[src/rtl/csr_trap_unit_if.sv]
// Purpose: pipeline <-> CSR/trap unit bundle.
// Ports (master = core pipeline, slave = csr_trap_unit):
//   csr_en/csr_op/csr_addr/csr_src : CSR access from write-back
//   csr_rdata/csr_illegal          : old CSR value and access fault (combinational)
//   ecall/ebreak/mret/trap_pc      : retiring trap/return instructions
//   instret                        : one instruction retired this cycle
//   irq_timer/irq_ok               : timer interrupt line and interruptible boundary
//   redirect/redirect_pc           : fetch redirect (combinational)
//   irq_enabled                    : registered mstatus.MIE
interface csr_trap_unit_if #(
  parameter int unsigned XLEN = 32
);
  logic            csr_en;
  logic [1:0]      csr_op;
  logic [11:0]     csr_addr;
  logic [XLEN-1:0] csr_src;
  logic [XLEN-1:0] csr_rdata;
  logic            csr_illegal;
  logic            ecall;
  logic            ebreak;
  logic            mret;
  logic [XLEN-1:0] trap_pc;
  logic            instret;
  logic            irq_timer;
  logic            irq_ok;
  logic            redirect;
  logic [XLEN-1:0] redirect_pc;
  logic            irq_enabled;

  modport master (
    output csr_en, csr_op, csr_addr, csr_src, ecall, ebreak, mret, trap_pc,
           instret, irq_timer, irq_ok,
    input  csr_rdata, csr_illegal, redirect, redirect_pc, irq_enabled
  );

  modport slave (
    input  csr_en, csr_op, csr_addr, csr_src, ecall, ebreak, mret, trap_pc,
           instret, irq_timer, irq_ok,
    output csr_rdata, csr_illegal, redirect, redirect_pc, irq_enabled
  );
endinterface

[src/rtl/csr_trap_unit.sv]
// Purpose: machine-mode CSR file with single-cycle trap entry / mret and
//          64-bit mcycle/minstret counters for the RV32 core.
// Ports:
//   clock : system clock
//   reset : synchronous, active-high
//   bus   : csr_trap_unit_if.slave (CSR access, trap/return, redirect)
module csr_trap_unit #(
  parameter int unsigned     XLEN        = 32,
  parameter logic [XLEN-1:0] VENDOR_ID   = 32'h79737978,
  parameter logic [XLEN-1:0] ARCH_ID     = 32'd22050499,
  parameter logic [XLEN-1:0] RESET_MTVEC = 32'h0
) (
  input  logic            clock,
  input  logic            reset,
  csr_trap_unit_if.slave  bus
);

  localparam int unsigned CW = 2 * XLEN;

  localparam logic [11:0] A_MSTATUS   = 12'h300;
  localparam logic [11:0] A_MIE       = 12'h304;
  localparam logic [11:0] A_MTVEC     = 12'h305;
  localparam logic [11:0] A_MSCRATCH  = 12'h340;
  localparam logic [11:0] A_MEPC      = 12'h341;
  localparam logic [11:0] A_MCAUSE    = 12'h342;
  localparam logic [11:0] A_MIP       = 12'h344;
  localparam logic [11:0] A_MCYCLE    = 12'hB00;
  localparam logic [11:0] A_MINSTRET  = 12'hB02;
  localparam logic [11:0] A_MCYCLEH   = 12'hB80;
  localparam logic [11:0] A_MINSTRETH = 12'hB82;
  localparam logic [11:0] A_MVENDORID = 12'hF11;
  localparam logic [11:0] A_MARCHID   = 12'hF12;
  localparam logic [11:0] A_MIMPID    = 12'hF13;
  localparam logic [11:0] A_MHARTID   = 12'hF14;

  localparam logic [1:0] OP_NONE = 2'b00;
  localparam logic [1:0] OP_RW   = 2'b01;
  localparam logic [1:0] OP_RS   = 2'b10;
  localparam logic [1:0] OP_RC   = 2'b11;

  localparam logic [XLEN-1:0] CAUSE_TIMER  = {1'b1, (XLEN-1)'(7)};
  localparam logic [XLEN-1:0] CAUSE_ECALL  = XLEN'(11);
  localparam logic [XLEN-1:0] CAUSE_EBREAK = XLEN'(3);
  localparam logic [XLEN-1:0] VEC_OFFSET   = XLEN'(28);
  localparam logic [XLEN-1:0] MASK_LO2     = XLEN'(3);
  localparam logic [XLEN-1:0] MASK_B1      = XLEN'(2);

  logic            mie_q, mpie_q, mtie_q;
  logic [XLEN-1:0] mtvec_q, mscratch_q, mepc_q, mcause_q;
  logic [CW-1:0]   mcycle_q, minstret_q;

  logic [XLEN-1:0] old_val, wdata, redirect_pc;
  logic            implemented, modifies, ro_viol, illegal;
  logic            int_pend, trap, csr_we;

  // Combinational CSR read; unimplemented addresses read zero.
  always_comb begin
    old_val     = '0;
    implemented = 1'b1;
    case (bus.csr_addr)
      A_MSTATUS: begin
        old_val[12:11] = 2'b11;
        old_val[7]     = mpie_q;
        old_val[3]     = mie_q;
      end
      A_MIE:                 old_val[7] = mtie_q;
      A_MTVEC:               old_val = mtvec_q;
      A_MSCRATCH:            old_val = mscratch_q;
      A_MEPC:                old_val = mepc_q;
      A_MCAUSE:              old_val = mcause_q;
      A_MIP:                 old_val[7] = bus.irq_timer;
      A_MCYCLE:              old_val = mcycle_q[XLEN-1:0];
      A_MCYCLEH:             old_val = mcycle_q[CW-1:XLEN];
      A_MINSTRET:            old_val = minstret_q[XLEN-1:0];
      A_MINSTRETH:           old_val = minstret_q[CW-1:XLEN];
      A_MVENDORID:           old_val = VENDOR_ID;
      A_MARCHID:             old_val = ARCH_ID;
      A_MIMPID, A_MHARTID:   old_val = '0;
      default:               implemented = 1'b0;
    endcase
  end

  // Zicsr write value.
  always_comb begin
    case (bus.csr_op)
      OP_RW:   wdata = bus.csr_src;
      OP_RS:   wdata = old_val | bus.csr_src;
      OP_RC:   wdata = old_val & ~bus.csr_src;
      default: wdata = old_val;
    endcase
  end

  // RS/RC with a zero source is a pure read and never counts as a write.
  assign modifies = (bus.csr_op != OP_NONE) &&
                    ((bus.csr_op == OP_RW) || (bus.csr_src != '0));
  assign ro_viol  = (bus.csr_addr[11:10] == 2'b11) && modifies;
  assign illegal  = bus.csr_en && (!implemented || ro_viol);

  assign int_pend = mie_q && mtie_q && bus.irq_timer && bus.irq_ok;
  assign trap     = int_pend || bus.ecall || bus.ebreak;
  assign csr_we   = bus.csr_en && modifies && !illegal && !trap && !bus.mret;

  // Redirect target: trap vector (vectored only for interrupts) or mepc.
  always_comb begin
    redirect_pc = mepc_q;
    if (trap) begin
      redirect_pc = mtvec_q & ~MASK_LO2;
      if (int_pend && (mtvec_q[1:0] == 2'b01)) begin
        redirect_pc = redirect_pc + VEC_OFFSET;
      end
    end
  end

  assign bus.csr_rdata   = old_val;
  assign bus.csr_illegal = !reset && illegal;
  assign bus.redirect    = !reset && (trap || bus.mret);
  assign bus.redirect_pc = redirect_pc;
  assign bus.irq_enabled = mie_q;

  // Architectural CSR state: trap > mret > CSR write.
  always_ff @(posedge clock) begin
    if (reset) begin
      mie_q      <= 1'b0;
      mpie_q     <= 1'b0;
      mtie_q     <= 1'b0;
      mtvec_q    <= RESET_MTVEC & ~MASK_B1;
      mscratch_q <= '0;
      mepc_q     <= '0;
      mcause_q   <= '0;
    end else if (trap) begin
      mepc_q   <= bus.trap_pc & ~MASK_LO2;
      mcause_q <= int_pend  ? CAUSE_TIMER :
                  bus.ecall ? CAUSE_ECALL : CAUSE_EBREAK;
      mpie_q   <= mie_q;
      mie_q    <= 1'b0;
    end else if (bus.mret) begin
      mie_q  <= mpie_q;
      mpie_q <= 1'b1;
    end else if (csr_we) begin
      case (bus.csr_addr)
        A_MSTATUS: begin
          mie_q  <= wdata[3];
          mpie_q <= wdata[7];
        end
        A_MIE:      mtie_q     <= wdata[7];
        A_MTVEC:    mtvec_q    <= wdata & ~MASK_B1;
        A_MSCRATCH: mscratch_q <= wdata;
        A_MEPC:     mepc_q     <= wdata & ~MASK_LO2;
        A_MCAUSE:   mcause_q   <= wdata;
        default:    ;
      endcase
    end
  end

  // Counters: a write to either half replaces that cycle's increment.
  always_ff @(posedge clock) begin
    if (reset) begin
      mcycle_q <= '0;
    end else if (csr_we && (bus.csr_addr == A_MCYCLE)) begin
      mcycle_q <= {mcycle_q[CW-1:XLEN], wdata};
    end else if (csr_we && (bus.csr_addr == A_MCYCLEH)) begin
      mcycle_q <= {wdata, mcycle_q[XLEN-1:0]};
    end else begin
      mcycle_q <= mcycle_q + CW'(1);
    end
  end

  always_ff @(posedge clock) begin
    if (reset) begin
      minstret_q <= '0;
    end else if (csr_we && (bus.csr_addr == A_MINSTRET)) begin
      minstret_q <= {minstret_q[CW-1:XLEN], wdata};
    end else if (csr_we && (bus.csr_addr == A_MINSTRETH)) begin
      minstret_q <= {wdata, minstret_q[XLEN-1:0]};
    end else if (bus.instret) begin
      minstret_q <= minstret_q + CW'(1);
    end
  end

endmodule

[src/flat_wrapper.sv]
// flat-port wrapper written by rule: the top's interface ports become plain ports
module csr_trap_unit_flat 
#(
  parameter int unsigned     XLEN        = 32,
  parameter logic [XLEN-1:0] VENDOR_ID   = 32'h79737978,
  parameter logic [XLEN-1:0] ARCH_ID     = 32'd22050499,
  parameter logic [XLEN-1:0] RESET_MTVEC = 32'h0
)
  (clock, reset, bus_csr_en, bus_csr_op, bus_csr_addr, bus_csr_src, bus_ecall, bus_ebreak, bus_mret, bus_trap_pc, bus_instret, bus_irq_timer, bus_irq_ok, bus_csr_rdata, bus_csr_illegal, bus_redirect, bus_redirect_pc, bus_irq_enabled);
  csr_trap_unit_if #(.XLEN(XLEN)) bus_i ();
  input  logic clock;
  input  logic reset;
  input wire logic [$bits(bus_i.csr_en)-1:0] bus_csr_en;
  input wire logic [$bits(bus_i.csr_op)-1:0] bus_csr_op;
  input wire logic [$bits(bus_i.csr_addr)-1:0] bus_csr_addr;
  input wire logic [$bits(bus_i.csr_src)-1:0] bus_csr_src;
  input wire logic [$bits(bus_i.ecall)-1:0] bus_ecall;
  input wire logic [$bits(bus_i.ebreak)-1:0] bus_ebreak;
  input wire logic [$bits(bus_i.mret)-1:0] bus_mret;
  input wire logic [$bits(bus_i.trap_pc)-1:0] bus_trap_pc;
  input wire logic [$bits(bus_i.instret)-1:0] bus_instret;
  input wire logic [$bits(bus_i.irq_timer)-1:0] bus_irq_timer;
  input wire logic [$bits(bus_i.irq_ok)-1:0] bus_irq_ok;
  output wire logic [$bits(bus_i.csr_rdata)-1:0] bus_csr_rdata;
  output wire logic [$bits(bus_i.csr_illegal)-1:0] bus_csr_illegal;
  output wire logic [$bits(bus_i.redirect)-1:0] bus_redirect;
  output wire logic [$bits(bus_i.redirect_pc)-1:0] bus_redirect_pc;
  output wire logic [$bits(bus_i.irq_enabled)-1:0] bus_irq_enabled;
  assign bus_i.csr_en = bus_csr_en;
  assign bus_i.csr_op = bus_csr_op;
  assign bus_i.csr_addr = bus_csr_addr;
  assign bus_i.csr_src = bus_csr_src;
  assign bus_i.ecall = bus_ecall;
  assign bus_i.ebreak = bus_ebreak;
  assign bus_i.mret = bus_mret;
  assign bus_i.trap_pc = bus_trap_pc;
  assign bus_i.instret = bus_instret;
  assign bus_i.irq_timer = bus_irq_timer;
  assign bus_i.irq_ok = bus_irq_ok;
  assign bus_csr_rdata = bus_i.csr_rdata;
  assign bus_csr_illegal = bus_i.csr_illegal;
  assign bus_redirect = bus_i.redirect;
  assign bus_redirect_pc = bus_i.redirect_pc;
  assign bus_irq_enabled = bus_i.irq_enabled;
  csr_trap_unit #(.XLEN(XLEN), .VENDOR_ID(VENDOR_ID), .ARCH_ID(ARCH_ID), .RESET_MTVEC(RESET_MTVEC)) u_core (.clock(clock), .reset(reset), .bus(bus_i));
endmodule
[config.mk]
export PLATFORM = sky130hd
export DESIGN_NAME = csr_trap_unit_flat
export DESIGN_NICKNAME = d
export VERILOG_FILES = /design/src/rtl/csr_trap_unit_if.sv /design/src/rtl/csr_trap_unit.sv /design/src/flat_wrapper.sv
export SDC_FILE = /design/constraint.sdc
export NUM_CORES = 1
export LEC_CHECK = 0
export ABC_AREA = 1
export CORE_UTILIZATION = 30
export CTS_CLUSTER_DIAMETER = 40
export CTS_CLUSTER_SIZE = 14
export DETAILED_ROUTE_END_ITERATION = 10
export GPL_TIMING_DRIVEN = 0
export PLACE_DENSITY = 0.44
export SKIP_CTS_REPAIR_TIMING = 1
export SLEW_MARGIN = 10
export SYNTH_ARGS = -nofsm -noshare
export SYNTH_HDL_FRONTEND = slang
export SYNTH_SLANG_ARGS = --single-unit
export TNS_END_PERCENT = 1
[constraint.sdc]
create_clock -name clock -period 3.7 [get_ports clock]
set_clock_uncertainty 0.05 [all_clocks]
set_input_delay 0.925 -clock clock [delete_from_list [all_inputs] [get_ports clock]]
set_output_delay 0.925 -clock clock [all_outputs]
set_load 0.05 [all_outputs]
After elaboration in Yosys (flattened, before gate mapping) --
Cells that the tools add are included.
Word-level totals: bits in writable memories 0, word-level logic and storage cells 125, bits in registers 256, memories 0, bits of input ports 87, output and inout bits 67, memory bits (read-only) 0, latch bits 0
Cells by class: reductions and logical operators 50, add/sub/neg operators 3, equal/unequal tests 22, bitwise logic cells 6, $mul 0, mux-type cells 33, order comparisons 0, shifts and indexed selects 0, divide/modulo/power cells 0
Operators by type and width (number):
- two-way mux 32 bit | 13
- two-way mux 64 bit | 3
- case mux 19 bit (10 select lines) | 1
- adder 64 x 1 -> 64 bit (second input constant) | 2
- == test 12 bit (second input constant) | 8
- case mux 32 bit (3 select lines) | 1
- == test 12 x 10 -> 1 bit (second input constant) | 7
- case mux 3 bit (10 select lines) | 2
- adder 32 x 5 -> 32 bit (second input constant) | 1
- AND 32 bit | 1
- NOT 32 bit | 1
- bitwise OR 32 bit | 1
- nonzero test 32 bit | 1
- case mux 3 bit (9 select lines) | 1
- case mux 2 bit (10 select lines) | 1
- logical AND 1 bit | 17
- nonzero test 2 bit | 8
- OR reduction 15 bit | 1
- case mux 1 bit (12 select lines) | 1
- AND reduction 4 bit | 3
- case mux 1 bit (10 select lines) | 1
- two-way mux 1 bit | 8
- AND reduction 2 bit | 4
- == test 2 bit (second input constant) | 3
- 9 further kinds | 24

Depth between registers and ports, before layout --
depth in word-level cells 13, gate-level depth with buffers 19

Least setup slack after synthesis --
No wires, ideal clock.
path type in2out, start point input bus_irq_ok, end point output bus_redirect_pc[30], stages 11, arrival 3.640 ns, path slack -0.915 ns, data required time 2.725 ns, cells stage by stage nand4_1 -> nor2_1 -> nand2_1 -> nor2_1 -> nand3_1 -> nor2_1 -> inv_1 -> nor3_1 -> nand3_1 -> xor2_1 -> o21ai_0
On the way: word-level cells in the longest chain between the ends 4
Ends and longest elaborated chain:
- from (decl) | RTL line flat_wrapper.sv:23 | input wire logic [$bits(bus_i.irq_ok)-1:0] bus_irq_ok;
- logical AND 1 bit * | RTL line csr_trap_unit.sv:99 | assign int_pend = mie_q && mtie_q && bus.irq_timer && bus.irq_ok;
- logical AND 1 bit or logical OR 1 bit (tied branches) | RTL line csr_trap_unit.sv:108, csr_trap_unit.sv:100
- two-way mux 32 bit or logical OR 1 bit (tied branches) | RTL line csr_trap_unit.sv:108, csr_trap_unit.sv:100
- two-way mux 32 bit * | RTL line csr_trap_unit.sv:106 | if (trap) begin
- to (decl) | RTL line flat_wrapper.sv:27 | output wire logic [$bits(bus_i.redirect_pc)-1:0] bus_redirect_pc;
Every way passes the cells marked *; elsewhere a longest branch is shown, timed or not.

Worst setup path in the final report --
start point input bus_irq_timer, end point output bus_redirect_pc[31]
On the way: word-level cells in the longest chain between the ends 5
Ends and longest elaborated chain:
- from (decl) | RTL line flat_wrapper.sv:22 | input wire logic [$bits(bus_i.irq_timer)-1:0] bus_irq_timer;
- logical AND 1 bit * (2 in a row) | RTL line csr_trap_unit.sv:99
- logical AND 1 bit or logical OR 1 bit (tied branches) | RTL line csr_trap_unit.sv:108, csr_trap_unit.sv:100
- two-way mux 32 bit or logical OR 1 bit (tied branches) | RTL line csr_trap_unit.sv:108, csr_trap_unit.sv:100
- two-way mux 32 bit * | RTL line csr_trap_unit.sv:106
Marked as above.

==> key figures <==
Yosys
  – Post-synthesis cell type count: 49
  – Yosys warning count: 0
  – Cell with the most instances after synthesis: sky130_fd_sc_hd__nand2_1
  – Async set-or-reset flop fraction in the synthesized netlist: 0%
  – Sequential area share after synthesis: 27.8%
  – Summed instance area of the synthesized netlist: 18,400 um2
  – Share of Yosys cell area claimed by the top area cell type: 27.8%
  – Number of synthesized register bits: 256
  – Cell type with the largest total area after synthesis: sky130_fd_sc_hd__dfxtp_1
  – Synth cell count leaders: sky130_fd_sc_hd__nand2_1, sky130_fd_sc_hd__nor2_1, sky130_fd_sc_hd__inv_1
  – Synthesized area per cell: 5.81 um2
  – Cell types with the largest area share after synthesis: sky130_fd_sc_hd__dfxtp_1, sky130_fd_sc_hd__nand2_1, sky130_fd_sc_hd__nor2_1
  – Number of enable flip-flop cells after synthesis: 0
  – Top flip-flop cell by instance count after synthesis: sky130_fd_sc_hd__dfxtp_1
  – Number of standard cells after synthesis: 3,172

Detailed routing
  – Total length of routed met3 wires: 13.7 mm
  – Via density per instance: 5.78
  – Pre-antenna DRT Iters: 6
  – First DRT Iteration DRCs: 3,120
  – Amount of wire on met2 after detailed routing: 54.5 mm
  – DRT Wirelength: 130 mm
  – Highest metal layer used by the detailed router: met5
  – DR DRC count: 0
  – Vias: 24,900
  – Met1 WL: 53.0 mm
  – Count of antenna-violating nets left after detailed routing: 0
  – Average detailed-routed wire length per instance: 30.2 um

GRT
  – Maximum number of pins on one net before global-route repair: 11
  – Total routing resource utilization after global routing: 40.2%
  – Number of antenna violations at the first check in global routing: 8
  – Number of global-route vias before repair: 22,600
  – Global-route wire length before repair: 176 mm
  – Total grt overflow: 0

Worst hold path
  – Min-Delay Path Class: flip-flop to flip-flop
  – Cell depth of the worst min-delay path: 2

Power
  – Total Power Consumption: 9.82 mW
  – Cell leakage power: 10.3 nW
  – Power density over the cells: 396 nW/um2
  – Worst IR drop on VDD: 342 uV

Cells and area
  – Area grow syn2layout: 34.7%
  – Ant diodes: 0
  – Post-layout nets: 3,555
  – Layout cells sized above 1: 14.9%

CTS
  – Maximum root-to-sink buffer count: 3
  – CTS tree: done
  – Total clock buffers created by CTS: 66
  – Number of H-tree levels: 3
  – Clock transition at path regs: 50 ps
  – Root buffer cell: sky130_fd_sc_hd__clkbuf_16
  – Sinks on the clock net: 256
  – Clock network latency to the later pin of the worst-skew pair: 620 ps

Critical path
  – Crit path max fanout: 4
  – Crit path arrival time: 3020 ps
  – R2r worst-path depth: 12
  – CP Class: input port to primary output
  – Crit start category: input port
  – Worst EP required: 2720 ps
  – Setup crit end kind: primary output

STA
  – Final Hold Vio Count: 0
  – Final slew viol count: 0
  – Smallest hold slack: 415 ps
  – Relative max-transition margin: 6.21%
  – Final period demand of the worst path: 3990 ps
  – Final period util: 108%
  – Post-route setup slack: -294 ps
  – RSZ-0062 raised after global routing: yes
  – Max frequency: 0.250 GHz
  – Final setup vio count: 54
  – Slew at the pin closest to its max-slew limit: 1410 ps

Flow run
  – Max-cap viol count: 0

Placement
  – Final RePlAce weighted congestion: 1.02
  – DPL Wire Length: 104 mm
  – Number of port buffers: 148

Outcome
  – Status: finished, violations left
  – Failing checks: setup timing

Die
  – Num ports: 154
  – Initial core utilization: 30.4%
  – Height of the die: 250 um
  – Core Rows: 90
  – Overall die width: 250 um
  – Floorplan Core Area: 60,600 um2
  – Die area: 62,500 um2
## kinds of logic after synthesis
group | count (synthesis) | synth area share [%]
AND/OR/NAND/NOR | 1709 | 39.1
XOR/XNOR | 121 | 5.75
flip-flops | 256 | 27.8
adder cells (fa/ha/maj) | 3 | 0.204
AO/OA/AOI/OAI | 594 | 16.8
other | 1 | 0.0203
buffers and inverters | 488 | 10.3
## report_power, final
part           switching (mW)  internal [mW]
Sequential             0.0618           2.81
Combinational           0.688          0.258
Clock                    2.04           3.96
Total                    2.79           7.04
## routing by layer
layer	vias up	global-route usage, %
li1	11000	-
met1	11900	52.8
met2	1634	60.1
met3	346	9.16
met4	10	22.6
met5	-	0
## layout make-up
cell class	count	area, um2
Fill cell	6623	35800
Multi-Input combinational cell	2431	12200
Sequential cell	256	5130
Timing Repair Buffer	223	2190
Clock buffer	87	1860
Inverter	337	1280
Tap cell	782	978
Buffer	150	779
Clock inverter	32	383
## sequential cells by signal, indices dropped and copies added, names as in the netlist
| signal | flops |
|---|---|
| u_core.mtvec_q | 31 |
| u_core.bus.irq_enabled | 1 |
| u_core.mcause_q | 32 |
| u_core.mepc_q | 30 |
| u_core.mcycle_q | 64 |
| u_core.mtie_q | 1 |
| u_core.mpie_q | 1 |
| u_core.mscratch_q | 32 |
| u_core.minstret_q | 64 |
## critical path, cell delays in order
cell and delay, ps:
sky130_fd_sc_hd__buf_8 80, sky130_fd_sc_hd__nand4_1 100, sky130_fd_sc_hd__buf_6 160, sky130_fd_sc_hd__nor2_4 160, sky130_fd_sc_hd__nand2_2 90, sky130_fd_sc_hd__nor2_4 150
sky130_fd_sc_hd__nand3_4 110, sky130_fd_sc_hd__nor2_4 180, sky130_fd_sc_hd__nand2_4 130, sky130_fd_sc_hd__nor3_4 240, sky130_fd_sc_hd__nand3_2 130, sky130_fd_sc_hd__xnor2_2 220
sky130_fd_sc_hd__nand2_1 90, sky130_fd_sc_hd__nand2_2 100, sky130_fd_sc_hd__buf_8 150
## final timing paths
check	from	endpoint	slack, ps
hold reg to reg	u_core.mcause_q[10]$_SDFFE_PP0P_	u_core.mcause_q[10]$_SDFFE_PP0P_	420
setup / recovery	bus_irq_timer	bus_redirect_pc[31]	-290
hold / removal	u_core.mcause_q[10]$_SDFFE_PP0P_	u_core.mcause_q[10]$_SDFFE_PP0P_	420
setup reg to reg	u_core.bus.irq_enabled$_SDFFE_PP0P_	u_core.mcycle_q[28]$_SDFFE_PP0P_	160
## stage by stage
stage	setup TNS [ps]	cells	worst slack, ps	utilization [%]	area (um2)
detailed placement	-413430	4116	-2300	34.9	21200
global placement	-485920	4103	-3350	34.5	20900
global route	-8180	4298	-372	41.0	24800
floorplan	-3900	3173	-355	-	18500
finish	-5690	4298	-294	41.0	24800
CTS	-255620	4235	-2300	38.6	23400
## cells in the final DEF, fill, tap and decap left out, types with 38 or more instances in the layout
| cell type | count |
|---|---|
| sky130_fd_sc_hd__a21oi_1 | 210 |
| sky130_fd_sc_hd__buf_2 | 40 |
| sky130_fd_sc_hd__nand2_1 | 778 |
| sky130_fd_sc_hd__nand4_1 | 79 |
| sky130_fd_sc_hd__clkbuf_16 | 68 |
| sky130_fd_sc_hd__o21ai_0 | 250 |
| sky130_fd_sc_hd__inv_1 | 324 |
| sky130_fd_sc_hd__buf_6 | 58 |
| sky130_fd_sc_hd__nand2_2 | 38 |
| sky130_fd_sc_hd__nor3_1 | 67 |
| sky130_fd_sc_hd__clkbuf_1 | 80 |
| sky130_fd_sc_hd__clkdlybuf4s50_1 | 63 |
| sky130_fd_sc_hd__xor2_1 | 107 |
| sky130_fd_sc_hd__dfxtp_1 | 252 |
| sky130_fd_sc_hd__nand3_1 | 219 |
| sky130_fd_sc_hd__nor2_1 | 399 |
| sky130_fd_sc_hd__buf_4 | 77 |
(Power assumes the default switching activity.)
